===== src/rtl/seven_seg_driver.sv =====
// seven_seg_driver: time-multiplexed 4-digit hex seven-segment driver with registered, active-low outputs.
// Define SSD_GHOST_BLANK_EN to turn anodes off for the first BLANK_CYCLES cycles of every slot.
module seven_seg_driver #(
  parameter int REFRESH_DIV  = 4096,
  parameter int BLANK_CYCLES = 256
) (
  input  logic       clk_i,
  input  logic       rst_i,
  input  logic       digit0_en_i,
  input  logic       digit1_en_i,
  input  logic       digit2_en_i,
  input  logic       digit3_en_i,
  input  logic [3:0] digit0_i,
  input  logic [3:0] digit1_i,
  input  logic [3:0] digit2_i,
  input  logic [3:0] digit3_i,
  input  logic [3:0] dp_i,
  output logic [3:0] anode_o,
  output logic [6:0] segments_o,
  output logic       dp_o
);
  localparam int CW = $clog2(REFRESH_DIV);
  localparam logic [CW-1:0] LAST = CW'(REFRESH_DIV - 1);
  localparam logic [CW-1:0] BLANK = CW'(BLANK_CYCLES);
`ifdef SSD_GHOST_BLANK_EN
  localparam logic GHOST = 1'b1;
`else
  localparam logic GHOST = 1'b0;
`endif
  // Indexed by hex value, {g,f,e,d,c,b,a}, active-low.
  localparam logic [15:0][6:0] SEG_LUT = {
    7'b0001110, 7'b0000110, 7'b0100001, 7'b1000110,
    7'b0000011, 7'b0001000, 7'b0010000, 7'b0000000,
    7'b1111000, 7'b0000010, 7'b0010010, 7'b0011001,
    7'b0110000, 7'b0100100, 7'b1111001, 7'b1000000
  };
  logic [CW-1:0] cnt_q, cnt_d;
  logic [1:0]    slot_q, slot_d, nxt;
  logic          en_q, en_d;
  logic [3:0]    val_q, val_d;
  logic          dpr_q, dpr_d;
  logic [3:0]    anode_q, anode_d;
  logic [6:0]    seg_q, seg_d;
  logic          dpo_q, dpo_d;
  logic          tick, blank;
  logic [3:0]    en_v;
  // Outputs are computed from next-state values so the new slot appears right after the tick edge.
  always_comb begin
    tick    = cnt_q == LAST;
    nxt     = slot_q + 2'd1;
    en_v    = {digit3_en_i, digit2_en_i, digit1_en_i, digit0_en_i};
    cnt_d   = tick ? '0 : cnt_q + CW'(1);
    slot_d  = tick ? nxt : slot_q;
    en_d    = tick ? en_v[nxt] : en_q;
    val_d   = !tick ? val_q : nxt == 2'd0 ? digit0_i : nxt == 2'd1 ? digit1_i :
              nxt == 2'd2 ? digit2_i : digit3_i;
    dpr_d   = tick ? dp_i[nxt] : dpr_q;
    blank   = GHOST && (cnt_d < BLANK);
    anode_d = (en_d && !blank) ? ~(4'b0001 << slot_d) : 4'hF;
    seg_d   = en_d ? SEG_LUT[val_d] : 7'h7F;
    dpo_d   = ~(en_d & dpr_d);
  end
  always_ff @(posedge clk_i) begin
    if (rst_i) begin
      cnt_q   <= '0;
      slot_q  <= 2'd3;
      en_q    <= 1'b0;
      val_q   <= 4'h0;
      dpr_q   <= 1'b0;
      anode_q <= 4'hF;
      seg_q   <= 7'h7F;
      dpo_q   <= 1'b1;
    end else begin
      cnt_q   <= cnt_d;
      slot_q  <= slot_d;
      en_q    <= en_d;
      val_q   <= val_d;
      dpr_q   <= dpr_d;
      anode_q <= anode_d;
      seg_q   <= seg_d;
      dpo_q   <= dpo_d;
    end
  end
  assign anode_o    = anode_q;
  assign segments_o = seg_q;
  assign dp_o       = dpo_q;
endmodule


===== config.mk =====
export PLATFORM = sky130hd
export DESIGN_NAME = seven_seg_driver
export DESIGN_NICKNAME = d
export VERILOG_FILES = /design/src/rtl/seven_seg_driver.sv
export SDC_FILE = /design/constraint.sdc
export NUM_CORES = 1
export LEC_CHECK = 0
export ABC_AREA = 1
export CORE_ASPECT_RATIO = 0.9
export CORE_MARGIN = 5
export CORE_UTILIZATION = 50
export DETAILED_ROUTE_END_ITERATION = 12
export PLACE_DENSITY = 0.76
export SLEW_MARGIN = 20
export SYNTH_ARGS = -nofsm -noshare
export SYNTH_HDL_FRONTEND = slang
export SYNTH_SLANG_ARGS = --single-unit

===== constraint.sdc =====
create_clock -name clk_i -period 2.4 [get_ports clk_i]
set_input_delay 0.72 -clock clk_i [delete_from_list [all_inputs] [get_ports clk_i]]
set_output_delay 0.72 -clock clk_i [all_outputs]
set_load 0.02 [all_outputs]

=== After elaboration in Yosys (flattened, before gate mapping) ===
Memory sizes are Yosys's and may differ from the RTL's. A register that Yosys moved wholly into a read port is not among the register bits.
Cells that the tools add are included.

* $add $sub $neg: 2
* Multipliers: 0
* Div/mod/pow operators: 0
* Order comparisons: 1
* Equal/unequal tests: 3
* Shift operators: 1
* Mux-type cells: 11
* Bitwise gates (word level): 4
* Reductions and logical operators: 3

{| class="wikitable"
|+ Operators by type and width
! kind !! number
|-
| 2-to-1 mux 4 bit || 4
|-
| adder 12 x 1 -> 12 bit (second input constant) || 1
|-
| == test 12 bit (second input constant) || 1
|-
| binary-select mux 1 bit (select 2 bit) || 2
|-
| 2-to-1 mux 1 bit || 4
|-
| NOT 4 bit || 1
|-
| OR reduction 2 bit || 2
|-
| left shift 1 x 2 -> 4 bit (first input constant) || 1
|-
| less-than comparator 2 x 3 -> 1 bit (second input constant) || 1
|-
| adder 2 x 1 -> 2 bit (second input constant) || 1
|-
| == test 2 x 1 -> 1 bit (second input constant) || 1
|-
| == test 2 bit (second input constant) || 1
|-
| logical NOT 2 bit || 1
|-
| 2-to-1 mux 2 bit || 1
|-
| NOT 1 bit || 2
|-
| bitwise AND 1 bit || 1
|}

* Register bits: 25
* Latch bits: 0
* RAM bits: 0
* Memory bits (read-only): 112
* Input bits: 26
* Logic and storage cells: 33
* Memories: 1

{| class="wikitable"
|+ Memories
! name !! depth !! width !! rd ports !! clocked after memory_dff !! write ports !! RTL line !! source
|-
| (no name shown) || 16 || 7 || 1 || 1 || 0 || 60 || <nowiki>seg_d = en_d ? SEG_LUT[val_d] : 7'h7F;</nowiki>
|}

=== Logic depth before layout (Yosys ltp) ===
* Word-level depth: 6
* Gate-level depth with buffers: 16
* Mapped depth without buffers: 16

=== Least setup slack after synthesis ===
Ideal clock, no wire load.

* Path kind: flip-flop to flip-flop
* Start: reg slot_q[0]
* End: reg seg_q[1] (netlist: segments_o[1])
* Library setup time: 114 ps
* Arrival time: 1810 ps
* Data required time: 2286 ps
* Slack: 476 ps
* Stages on the path, launching flop included: 14
* Period minus slack after synthesis: 1924 ps
* Cells stage by stage: dfxtp_1 > inv_1 > ha_1 > inv_1 > nand2_1 > nand3_1 > nand3_1 > nand2_1 > inv_1 > ha_1 > nand2_1 > nor2_1 > nor2_1 > nand2_1

* Cells in the longest elaborated chain, start to end: 6
* Elaborated cells between the ends (all ways): 13
* Those cells by class: add/sub: 1; eq/ne: 2; mux: 7; bitwise: 1; reduce/logical: 2

{| class="wikitable"
|+ RTL lines
! what !! RTL line !! source
|-
| start: declaration || 38 || <nowiki>logic [1:0] slot_q, slot_d, nxt;</nowiki>
|-
| start signal: assignment || 75 || <nowiki>slot_q <= slot_d;</nowiki>
|-
| adder 2 x 1 -> 2 bit * || 50 || <nowiki>nxt = slot_q + 2'd1;</nowiki>
|-
| == test 2 bit || 56 || <nowiki>nxt == 2'd2 ? digit2_i : digit3_i;</nowiki>
|-
| 2-to-1 mux 4 bit || 56 ||
|-
| 2-to-1 mux 4 bit || 55 || <nowiki>val_d = !tick ? val_q : nxt == 2'd0 ? digit0_i : nxt == 2'd1 ? digit1_i :</nowiki>
|-
| 2-to-1 mux 4 bit * (2 in series) || 55 ||
|-
| via val_d[0] || 40 || <nowiki>logic [3:0] val_q, val_d;</nowiki>
|-
| end: declaration || 43 || <nowiki>logic [6:0] seg_q, seg_d;</nowiki>
|}

The timed path passes the listed nets; every way through them passes the cells marked *. The select of a mux whose other input is x is not followed.
A chain may end at the register's enable or synchronous reset.

=== Final worst setup path ===
Same ends and word-level chain as after synthesis.

==> run metrics <==
Sequential Power Share 0.465; Detailed Route WL 3.59 mm; final hold violation count 0; accumulated negative setup slack 0 ps; crit path from slot_q[0]; worst slew margin relative to its limit 0.763; final critical delay including setup and external delays approximately 2100 ps; clock transition time at the flip-flop clock pins of the worst setup and hold paths around 70 ps; sequential standard cell area about 640 um2; diodes inserted 0; endpoint type of the worst setup path flip-flop; number of top-level design ports 38; global-route track usage on met3 0.0410; proportion of register bits with asynchronous set or reset after synthesis 0; Hold Crit Class flip-flop to flip-flop; most numerous cell on the critical path sky130_fd_sc_hd__nand2_1; die height around 66 um; cells along the critical path inv_1 -> ha_1 -> inv_1 -> nand2_1 -> nand3_1 -> nand3_1 -> nand2_1 -> inv_1 -> ha_1 -> nand2_1 -> nor2_1 -> nor2_1 -> nand2_1; CP max FO 7; filler-free cell count of the finished design approximately 330; number of instances in the synthesized netlist between 200 and 250; critical path's slowest cell sky130_fd_sc_hd__dfxtp_1; Site Rows 20; # DRC 0; count of H-tree levels built during CTS 2; run status finished clean; combined area of the multi-input logic cells ~950 um2; number of instances resized during post-cts repair 0; number of violations of the max-capacitance limit 0; Post-Synthesis Net Count 278; total routing usage reported by global routing 0.171; setup repair after global routing missed its margin false; portion of synthesized cell area occupied by the leading cell type 0.370; final net count roughly 330; number of buffers added on ports 37; initial drt markers 63; number of cells in the design after placement 325; most common cell after layout, fill and taps aside sky130_fd_sc_hd__nand2_1; Synth Register Bits 32; sinks on the clock net 32; transition time of the tightest slew-check pin between 300 and 400 ps; Post-synth EDFFs 0; largest net degree at the start of global routing 12; skew final ~7.6 ps; type of the setup path with the least slack flip-flop to flip-flop; count of warnings emitted by yosys 0; via count of the first global-routing pass ~1500; Power Dens Cells around 500 mW/mm2; global routing met2 resource utilization 0.310; final weighted congestion in routability-driven placement roughly 0.87; met1 GRT Util 0.196; area of the die 0.00474 mm2; CTS Buf Count 5; clock latency on the worst-skew pair ~280 ps; Horiz. Die Dim ~72 um; cell type with the highest aggregate area in the netlist sky130_fd_sc_hd__dfxtp_1; Total Power Consumption between 0.001 and 0.0015 W; hold buffer count at cts 0; count of fill cells added during filler insertion between 200 and 300; wire length of the first global-routing pass 6.40 mm; TritonCTS clock tree done; number of buffers added for setup after CTS 0; Final Hold Slack between 400 and 500 ps; Post-DRT Antenna Nets 0; via count around 1600; antenna violations before repair 0; average via count per standard cell roughly 4.8; most frequently used flop master after synthesis sky130_fd_sc_hd__dfxtp_1; WL/cell approximately 11 um; average instance area after synthesis slightly above 7 um2; number of distinct standard cells referenced by the synthesized netlist 30; static leakage about 1.1 nW; endpoint of the worst register-to-register path segments_o[1]; area grow syn2layout 33.1%; biggest area contributors in the synthesized netlist sky130_fd_sc_hd__dfxtp_1 37%, sky130_fd_sc_hd__nand2_1 13%, sky130_fd_sc_hd__nand3_1 8.7%; critical path endpoint segments_o[1]; most used cells in the layout excluding fill and tap cells 60 x sky130_fd_sc_hd__nand2_1, 37 x sky130_fd_sc_hd__clkdlybuf4s50_1, 32 x sky130_fd_sc_hd__dfxtp_1; share of cells above drive strength 1 0.138; share of the cycle needed by the critical path after routing 0.876; netlist area before placement roughly 0.0017 mm2; busiest grt layer met2; number of pins with negative max-slew slack in the final report 0; area of the core region about 0.0034 mm2; register-to-register setup slack about 300 ps; final setup violation count 0; endpoint required time on the critical path 2570 ps; Detailed Routing Iterations Pass 1 4; portion of the post-synthesis area used by sequential elements 0.370; critical path startpoint category flip-flop; achievable frequency approximately 480 MHz; area of placed instances 0.00218 mm2; Initial Util 0.517; peak supply drop 0.000446 V; sum of overflow across all layers after global routing 0; Critical Path Max Stage Delay 450 ps; net switching share of the total power 0.182; total internal power around 0.00095 W; part of the total power dissipated in the clock network 0.478; Reg2Reg Launch Point slot_q[0]; power share of the combinational group 0.057; largest buffer count on any clock path 2; post-route cell area between 0.002 and 0.0025 mm2; Root Driver sky130_fd_sc_hd__clkbuf_8; Arr. time, crit path around 2300 ps; Detail Placement HPWL about 2.9 mm; cell count of the worst reg-to-reg path 13; switching power of the nets between 0.0002 and 0.00025 W
==> metrics by stage <==
step	setup slack, ps	util
2_1_floorplan	476	-
3_3_place_gp	75.7	0.650
3_5_place_dp	49.1	0.650
4_1_cts	294	0.688
5_1_grt	26.7	0.688
6_report	297	0.688
==> how the worst min path moves through the flow <==
stage              from       end  slack (ps)  depth (start not counted)
2_1_floorplan  cnt_q[0]  cnt_q[0]         430                          1
3_3_place_gp   cnt_q[0]  cnt_q[0]         440                          1
3_5_place_dp   cnt_q[0]  cnt_q[0]         470                          1
4_1_cts        cnt_q[0]  cnt_q[0]         490                          1
5_1_grt        cnt_q[0]  cnt_q[0]         510                          1
6_report       cnt_q[0]  cnt_q[0]         480                          1
==> layer usage <==
| layer | routed length (um) | up-vias | part of all wire |
|---|---|---|---|
| li1 | - | 847 | - |
| met1 | 1610 | 725 | 0.45 |
| met2 | 1870 | 13 | 0.52 |
| met3 | 83 | 4 | 0.023 |
| met4 | 21 | 0 | 0.0059 |
| met5 | 0 | - | 0 |
==> synth_stat cells, types with 2 or more instances <==
cell type and instances:
sky130_fd_sc_hd__a21oi_1 3, sky130_fd_sc_hd__dfxtp_1 32, sky130_fd_sc_hd__inv_2 4, sky130_fd_sc_hd__nor2_1 24
sky130_fd_sc_hd__nand2_1 60, sky130_fd_sc_hd__nand4_1 4, sky130_fd_sc_hd__o21ai_0 5, sky130_fd_sc_hd__nor2_2 2
sky130_fd_sc_hd__ha_1 11, sky130_fd_sc_hd__nand3_1 30, sky130_fd_sc_hd__or2_2 5, sky130_fd_sc_hd__nand2_2 10
sky130_fd_sc_hd__nand2_4 2, sky130_fd_sc_hd__inv_1 29, sky130_fd_sc_hd__xor2_1 5
==> cell families (layout without fill, tap and decap cells) <==
family / count (synthesis) / in the layout / synth area share
buffers and inverters: 36 / 84 / 0.0845
AND/OR/NAND/NOR: 143 / 143 / 0.392
multiplexers: 1 / 1 / 0.00578
XOR/XNOR: 6 / 6 / 0.0303
adder cells (fa/ha/maj): 11 / 11 / 0.0794
flip-flops: 32 / 32 / 0.370
AO/OA/AOI/OAI: 12 / 12 / 0.0383
==> flip-flops by register name, summed over array words and instances, names as in the netlist <==
signal and flops:
cnt_q 12, segments_o 7, en_q 1, dp_o 1, val_q 4, slot_q 2, dpr_q 1, anode_o 4
==> area by class of cell <==
type | instances | share of cell area
multi-input combinational | 173 | 0.410
sequential | 32 | 0.278
timing repair buffer | 42 | 0.177
inverter | 34 | 0.0564
clock buffer | 7 | 0.0418
tap | 44 | 0.0239
clock inverter | 1 | 0.0130
==> power by group through the flow <==
stage | sequential (W) | clock (W) | combinational (W)
after floorplan | 0.000550 | 0 | 0.0000209
after global placement | 0.000551 | 0 | 0.0000654
after detailed placement | 0.000551 | 0 | 0.0000663
after CTS | 0.000539 | 0.000566 | 0.0000666
after global routing | 0.000539 | 0.000598 | 0.0000733
final | 0.000539 | 0.000553 | 0.0000660
==> critical path: cells and delay by family (launching register included) <==
| family | cells | cell delay (ps) |
|---|---|---|
| AND/OR/NAND/NOR | 8 | 550 |
| flip-flops | 1 | 450 |
| adder cells (fa/ha/maj) | 2 | 590 |
| buffers and inverters | 3 | 400 |
Note: power is estimated with default switching activity, not from simulation.
